$ cat src/rtl/top.sv
// Slicing machine controller: measures object length with an ultrasonic
// sensor, then alternates a track stepper (one slice pitch) and a cut stepper
// (one blade cycle) for the selected slice count, then raises finish_o.
//
// Ports:
//   clk            system clock, rising edge
//   rst_n          asynchronous active-low reset
//   start_i        start request (accepted in IDLE/DONE only)
//   pause_i        level pause, freezes stepping in MOVE/CUT
//   slice_i        slice-count select, doubles slice_num_o per sampled edge
//   slice_num_o    selected slice count (1,2,4,8,16)
//   finish_o       high once all slices are done
//   echo_i         ultrasonic echo input
//   trigger_o      ultrasonic trigger pulse
//   move_signal_o  track stepper phase drive (wave drive)
//   cut_signal_o   cut stepper phase drive (wave drive)
//
// Optional feature: define ECHO_TIMEOUT_EN to abandon WAIT_ECHO after 2^20
// cycles without an echo and return to IDLE. Without it WAIT_ECHO waits forever.
module top #(
    parameter real         define_speed = 0.0002,
    parameter int unsigned CLK_KHZ      = 50000,
    parameter int unsigned TRIG_CYCLES  = 500,
    parameter int unsigned ECHO_SHIFT   = 4,
    parameter int unsigned CUT_STEPS    = 8
) (
    input  logic       clk,
    input  logic       rst_n,
    input  logic       start_i,
    input  logic       pause_i,
    input  logic       slice_i,
    output logic [4:0] slice_num_o,
    output logic       finish_o,
    input  logic       echo_i,
    output logic       trigger_o,
    output logic [3:0] move_signal_o,
    output logic [3:0] cut_signal_o
);

    // int' rounds, so floating-point error in the product cannot lose a cycle.
    localparam int          StepRaw     = int'(define_speed * real'(CLK_KHZ));
    localparam int unsigned STEP_CYCLES = (StepRaw < 1) ? 32'd1 : 32'(StepRaw);
`ifdef ECHO_TIMEOUT_EN
    localparam int unsigned EchoTimeout = 32'd1 << 20;
`endif

    typedef enum logic [2:0] {
        StIdle, StTrig, StWaitEcho, StMeasure, StMove, StCut, StDone
    } state_e;

    state_e      state_q, state_d;
    logic [23:0] timer_q, timer_d;
    logic [23:0] echo_cnt_q, echo_cnt_d;
    logic [23:0] per_slice_q, per_slice_d;
    logic [23:0] step_cnt_q, step_cnt_d;
    logic [4:0]  slices_left_q, slices_left_d;
    logic [1:0]  move_ph_q, move_ph_d;
    logic [1:0]  cut_ph_q, cut_ph_d;
    logic [4:0]  slice_num_q, slice_num_d;
    logic        finish_q, finish_d;
    logic        trigger_q, trigger_d;
    logic [3:0]  move_sig_q, move_sig_d;
    logic [3:0]  cut_sig_q, cut_sig_d;
    logic [23:0] total, per_calc;

    function automatic logic [3:0] wave(input logic [1:0] ph);
        return 4'b1000 >> ph;
    endfunction

    always_comb begin
        state_d       = state_q;
        timer_d       = timer_q;
        echo_cnt_d    = echo_cnt_q;
        per_slice_d   = per_slice_q;
        step_cnt_d    = step_cnt_q;
        slices_left_d = slices_left_q;
        move_ph_d     = move_ph_q;
        cut_ph_d      = cut_ph_q;
        slice_num_d   = slice_num_q;
        finish_d      = finish_q;
        trigger_d     = 1'b0;
        total         = echo_cnt_q >> ECHO_SHIFT;
        // slice_num is always a power of two, so the divide is a shift.
        case (slice_num_q)
            5'd1:    per_calc = total;
            5'd2:    per_calc = total >> 1;
            5'd4:    per_calc = total >> 2;
            5'd8:    per_calc = total >> 3;
            default: per_calc = total >> 4;
        endcase

        unique case (state_q)
            StIdle, StDone: begin
                if (slice_i && slice_num_q != 5'd16) slice_num_d = slice_num_q << 1;
                if (start_i) begin
                    state_d   = StTrig;
                    timer_d   = '0;
                    finish_d  = 1'b0;
                    trigger_d = 1'b1;
                end
            end
            StTrig: begin
                if (timer_q == 24'(TRIG_CYCLES - 1)) begin
                    state_d = StWaitEcho;
                    timer_d = '0;
                end else begin
                    timer_d   = timer_q + 24'd1;
                    trigger_d = 1'b1;
                end
            end
            StWaitEcho: begin
                if (echo_i) begin
                    state_d    = StMeasure;
                    echo_cnt_d = 24'd1;
                end
`ifdef ECHO_TIMEOUT_EN
                else if (timer_q == 24'(EchoTimeout - 1)) begin
                    state_d  = StIdle;
                    timer_d  = '0;
                    finish_d = 1'b0;
                end else begin
                    timer_d = timer_q + 24'd1;
                end
`endif
            end
            StMeasure: begin
                if (echo_i) begin
                    if (echo_cnt_q != {24{1'b1}}) echo_cnt_d = echo_cnt_q + 24'd1;
                end else begin
                    per_slice_d   = (per_calc == '0) ? 24'd1 : per_calc;
                    slices_left_d = slice_num_q;
                    timer_d       = '0;
                    step_cnt_d    = '0;
                    state_d       = StMove;
                end
            end
            StMove: begin
                if (!pause_i) begin
                    if (timer_q == 24'(STEP_CYCLES - 1)) begin
                        timer_d   = '0;
                        move_ph_d = move_ph_q + 2'd1;
                        if (step_cnt_q + 24'd1 == per_slice_q) begin
                            step_cnt_d = '0;
                            state_d    = StCut;
                        end else begin
                            step_cnt_d = step_cnt_q + 24'd1;
                        end
                    end else begin
                        timer_d = timer_q + 24'd1;
                    end
                end
            end
            StCut: begin
                if (!pause_i) begin
                    if (timer_q == 24'(STEP_CYCLES - 1)) begin
                        timer_d  = '0;
                        cut_ph_d = cut_ph_q + 2'd1;
                        if (step_cnt_q + 24'd1 == 24'(CUT_STEPS)) begin
                            step_cnt_d    = '0;
                            slices_left_d = slices_left_q - 5'd1;
                            if (slices_left_q == 5'd1) begin
                                state_d  = StDone;
                                finish_d = 1'b1;
                            end else begin
                                state_d = StMove;
                            end
                        end else begin
                            step_cnt_d = step_cnt_q + 24'd1;
                        end
                    end else begin
                        timer_d = timer_q + 24'd1;
                    end
                end
            end
            default: state_d = StIdle;
        endcase

        // Outputs are registered from next-state so they line up with the state.
        move_sig_d = (state_d == StMove && !pause_i) ? wave(move_ph_d) : 4'b0000;
        cut_sig_d  = (state_d == StCut && !pause_i) ? wave(cut_ph_d) : 4'b0000;
    end

    always_ff @(posedge clk or negedge rst_n) begin
        if (!rst_n) begin
            state_q       <= StIdle;
            timer_q       <= '0;
            echo_cnt_q    <= '0;
            per_slice_q   <= '0;
            step_cnt_q    <= '0;
            slices_left_q <= '0;
            move_ph_q     <= '0;
            cut_ph_q      <= '0;
            slice_num_q   <= 5'd1;
            finish_q      <= 1'b0;
            trigger_q     <= 1'b0;
            move_sig_q    <= 4'b0000;
            cut_sig_q     <= 4'b0000;
        end else begin
            state_q       <= state_d;
            timer_q       <= timer_d;
            echo_cnt_q    <= echo_cnt_d;
            per_slice_q   <= per_slice_d;
            step_cnt_q    <= step_cnt_d;
            slices_left_q <= slices_left_d;
            move_ph_q     <= move_ph_d;
            cut_ph_q      <= cut_ph_d;
            slice_num_q   <= slice_num_d;
            finish_q      <= finish_d;
            trigger_q     <= trigger_d;
            move_sig_q    <= move_sig_d;
            cut_sig_q     <= cut_sig_d;
        end
    end

    assign slice_num_o   = slice_num_q;
    assign finish_o      = finish_q;
    assign trigger_o     = trigger_q;
    assign move_signal_o = move_sig_q;
    assign cut_signal_o  = cut_sig_q;

endmodule

$ cat config.mk
export PLATFORM = sky130hd
export DESIGN_NAME = top
export DESIGN_NICKNAME = d
export VERILOG_FILES = /design/src/rtl/top.sv
export SDC_FILE = /design/constraint.sdc
export NUM_CORES = 1
export LEC_CHECK = 0
export CORE_AREA = 2 2 155 157
export DETAILED_ROUTE_END_ITERATION = 10
export DIE_AREA = 0 0 157 159
export HOLD_SLACK_MARGIN = 0.08
export PLACE_DENSITY = 0.57
export SYNTH_ARGS = -nofsm -noshare
export SYNTH_HDL_FRONTEND = slang
export SYNTH_SLANG_ARGS = --single-unit
$ cat constraint.sdc
create_clock -name clk -period 5 [get_ports clk]
set_clock_uncertainty 0.15 [all_clocks]
set_input_delay 1 -clock clk [delete_from_list [all_inputs] [get_ports clk]]
set_output_delay 1 -clock clk [all_outputs]
set_load 0.05 [all_outputs]
# Word-level counts from Yosys, hierarchy flattened
# Cells that the tools add are included.
# totals
register_bits,123
in_bits,6
word_cells,126
# op_classes
n_addsub,6
eq_ne,31
shifts,2
muxes,53
n_bitwise,1
reduce_logical,20
# op_table
cell,n
$mux W24,14
$pmux W24 S4,1
$pmux W20 S4,1
$add A24 B1 Y24 const B,3
$pmux W24 S3,1
$eq A24 B4 Y1 const B,2
$pmux W24 S2,1
$mux W3,10
$eq A24 B24 Y1,1
$eq A24 B9 Y1 const B,1
$logic_not A24 Y1,1
$ne A2 B2 Y1 const B,12
$ne A24 B24 Y1 const B,1
$mux W20,1
$mux W5,4
$pmux W3 S6,1
$eq A3 B3 Y1 const B,5
$mux W2,7
$reduce_and A6 Y1,2
$eq A5 B1 Y1 const B,2
$pmux W5 S2,1
$mux W4,2
$reduce_and A4 Y1,2
$shr A4 B2 Y4 const A,2
20 further kinds,35

# Longest topological paths before layout
# logic_depth
depth_word,9
depth_mapped,12
mapped_depth_nobuf,10

# Least setup slack after synthesis
# Ideal clock, no wire load.
# synth_timing
path_kind,register -> register
start,register slice_num_q[3] (netlist: slice_num_o[3])
end,register per_slice_q[0]
setup_ps,76
t_arrival_ps,2799
setup_slack_ps,1975
stages_incl_launch_ff,11
cell_sequence,dfrtp_1 -> nor4_1 -> and2_0 -> clkbuf_1 -> or4_1 -> buf_2 -> buf_4 -> o21ai_0 -> nand4_1 -> o31a_1 -> o21ai_1
# synth_via
elab_chain_cells,4
elab_cells_between_ends,7
cone_classes,4 x eq/ne; 2 x mux; 1 x reduce/logical
# synth_rtl
item,line,text
"start, declared",59,"logic [4:0] slice_num_q, slice_num_d;"
"start signal, assigned",207,slice_num_q <= slice_num_d;
$eq A5 B4 Y1 (tied with other cells),84,case (slice_num_q)
$pmux W20 S4 *,84,
$logic_not A24 Y1,130,per_slice_d = (per_calc == '0) ? 24'd1 : per_calc;
$mux W20 *,130,
"end signal, assigned",202,per_slice_q <= per_slice_d;
"end, declared",54,"logic [23:0] per_slice_q, per_slice_d;"
# Mark *: on every way between the ends. The rest lies on a longest branch, timed or not.
# A chain may end at the register's enable or synchronous reset.

# Final worst setup path
# Same ends and word-level chain as after synthesis.

==> flow_metrics.env <==
export IMPL_die_y_um=159
export IMPL_final_util_pct=38.53
export IMPL_synth_nets=975
export IMPL_grt_max_degree=60
export IMPL_hpwlAfterDp_um=15700
export IMPL_diodes=0
export IMPL_cpLargestDelayFamily="simple AND/OR/NAND/NOR gates"
export IMPL_routedWlPerCell_um=17.28
export IMPL_syn_avg_cell_area_um2=8.362
export IMPL_p_comb_share_pct=19.0
export IMPL_port_buffers=20
export IMPL_ir_drop_v=0.0001926
export IMPL_reg2reg_slack_ps=1220
export IMPL_tightest_slew_ps=904.1
export IMPL_cellLeakagePower_uw=0.003477
export IMPL_grt_pass1_vias=6680
export IMPL_row_count=56
export IMPL_outcome="finished, final reports clean"
export IMPL_cts_buffers=17
export IMPL_cp_cell_sequence="nor4_1 > and2_0 > buf_4 > or4_1 > mux2i_1 > and4_1 > nand4_1 > o31a_1 > o21ai_1"
export IMPL_synth_commonest_cells="118 x dfrtp_1, 104 x nand2_1, 83 x nor2_1"
export IMPL_max_freq_ghz=0.2648
export IMPL_dieArea_um2=24960
export IMPL_power_frac_seq_pct=38.1
export IMPL_cp_end_kind="flip-flop"
export IMPL_maxCapViolCount=0
export IMPL_postCtsSetupRepairBufs=0
export IMPL_nets=944
export IMPL_period_minus_slack_ps=3776
export IMPL_drt_iter0_drc=678
export IMPL_regArea_um2=2979
export IMPL_slew_viol_final=0
export IMPL_overflow=0
export IMPL_maxSlewHeadroom_pct=39.17
export IMPL_synth_edf_count=0
export IMPL_antenna_found_initial=0
export IMPL_drt_pass1_iterations=5
export IMPL_fp_dieW_um=157
export IMPL_critPathRequiredTime_ps=5190
export IMPL_p_sw_share_pct=33.03
export IMPL_yosysMostFrequentCell="dfrtp_1"
export IMPL_synth_flop_cell="dfrtp_1"
export IMPL_hold_class="flip-flop to flip-flop"
export IMPL_intPower_uw=1869
export IMPL_clock_sinks=119
export IMPL_n_fill_cell=2369
export IMPL_setup_viol=0
export IMPL_crit_type="flip-flop to flip-flop"
export IMPL_drc=0
export IMPL_vias=7106
export IMPL_syn_inst=963
export IMPL_synth_top_area_share_pct=36.67
export IMPL_hold_violations=0
export IMPL_power_uw=2791
export IMPL_pre_cts_ws_ps=1267
export IMPL_rsz0062_at_grt="no"
export IMPL_power_density_nw_per_um2=312.4
export IMPL_yosysSeqAreaShare_pct=37.00
export IMPL_cts_tree="done"
export IMPL_io_pin_count=21
export IMPL_crit_fanout=27
export IMPL_grt_usage_pct=18.26
export IMPL_timing_final_crit_share_pct=75.52
export IMPL_start_kind="flip-flop"
export IMPL_wirelength_um=21840
export IMPL_core_area_um2=23190
export IMPL_drt_vias_per_instance=5.622
export IMPL_finalSetupTns_ps=0
export IMPL_cts_root_buf="clkbuf_16"
export IMPL_cts_hold_buf=0
export IMPL_cp_num_buf_inv=1
export IMPL_gp_congestion=0.9143
export IMPL_clk_path_buf_depth=2
export IMPL_htree_levels=4
export IMPL_grt_first_pass_wirelength_um=36500
export IMPL_start_util_pct=34.72
export IMPL_multi_input_area_um2=4596
export IMPL_layout_drive_gt1_share_pct=8.783
export IMPL_synthDominantAreaCellType="dfrtp_1"
export IMPL_finalWorstSetupSlack_ps=1224
export IMPL_synthTopCellsByArea="dfrtp_1 37%, nand2_1 4.8%, o21ai_0 4.7%, nand3_1 4.2%, nor2_1 3.9%"
export IMPL_crit_path_max_incr_delay_ps=820
export IMPL_syn_area_um2=8053
export IMPL_ys_warn_count=0
export IMPL_final_antenna_net_count=0
export IMPL_ys_ff_latch=119
export IMPL_crit_arrival_ps=3970
export IMPL_cts_resized=0
export IMPL_clk_insertion_delay_late_ps=420
export IMPL_path_clk_slew_ps=60
export IMPL_clkPwrFrac_pct=42.8
export IMPL_ys_types=83
export IMPL_synthArstFlopShare_pct=100.0
export IMPL_power_switching_uw=921.9
export IMPL_slowest_stage="nor4_1"
export IMPL_synthToLayoutAreaGrowth_pct=10.95
==> stage by stage <==
step,instances,area (um2),hold WS (ps)
5_1_grt,1264,8935,365.7
3_3_place_gp,1232,8363,326.1
6_report,1264,8935,346.3
3_5_place_dp,1232,8363,335.6
4_1_cts,1264,8935,347.3
2_1_floorplan,963,8053,301.8
==> cells by family after synthesis <==
family,synth area share [%]
and+or+nand+nor,28.84
AOI/OAI and AO/OA,19.00
DFF,37.00
buffers and inverters,5.966
xor gates and xnor gates,6.526
muxes,1.740
adders and majority gates,0.9322
==> path summary, 6_finish.rpt <==
check | startpoint | to | cells past startpoint
setup / recovery | slice_num_o[3] | per_slice_q[0] | 9
hold / removal | per_slice_q[19] | per_slice_q[19] | 2
setup reg to reg | slice_num_o[3] | per_slice_q[0] | 9
hold reg to reg | per_slice_q[19] | per_slice_q[19] | 2
max in group asynchronous | rst_n | step_cnt_q[7] | 2
min in group asynchronous | rst_n | timer_q[21] | 1
==> cell usage in the layout (no fill, tap or decap), drive strengths merged, types with 19 or more instances in the layout <==
cell type and count:
a21oi 22, a22oi 22, clkdlybuf4s50 19, dfrtp 118
inv 34, nand2 104, nand3 68, nand4 37
nor2 83, nor3 21, nor4 23, o21ai 81
xnor2 27, xor2 33
==> final cells by class <==
type	instances	area share [%]
clock buffer	17	4.761
clock inverter	15	1.638
inverter	29	1.218
multi-input combinational	734	51.44
sequential	119	33.34
tap	319	4.467
timing repair buffer	31	3.137
==> power groups by stage <==
stage	Combinational (uW)	Sequential, uW	Clock [uW]
3_5_place_dp	531	1080	0
5_1_grt	599	1070	1270
2_1_floorplan	347	1100	0
6_report	531	1060	1200
4_1_cts	534	1060	1220
3_3_place_gp	532	1080	0
==> flip-flops by register name (all words and copies together), names as in the netlist, 3 cells and up <==
name,count
echo_cnt_q,24
step_cnt_q,24
timer_q,24
per_slice_q,20
slice_num_o,5
slices_left_q,5
cut_signal_o,4
move_signal_o,4
state_q,3
==> worst min-delay path, stage by stage, from the launching register on <==
cell	delay (ps)
dfrtp_1	350
nand2_1	50
o21ai_0	60
==> metal layers <==
layer / GRT usage [%] / share of wire [%]
met3: 3.538 / 5.3
met2: 27.83 / 46
met4: 6.214 / 2.2
met1: 25.85 / 46
met5: 0 / 0
Note: power is estimated with default switching activity, not from simulation.
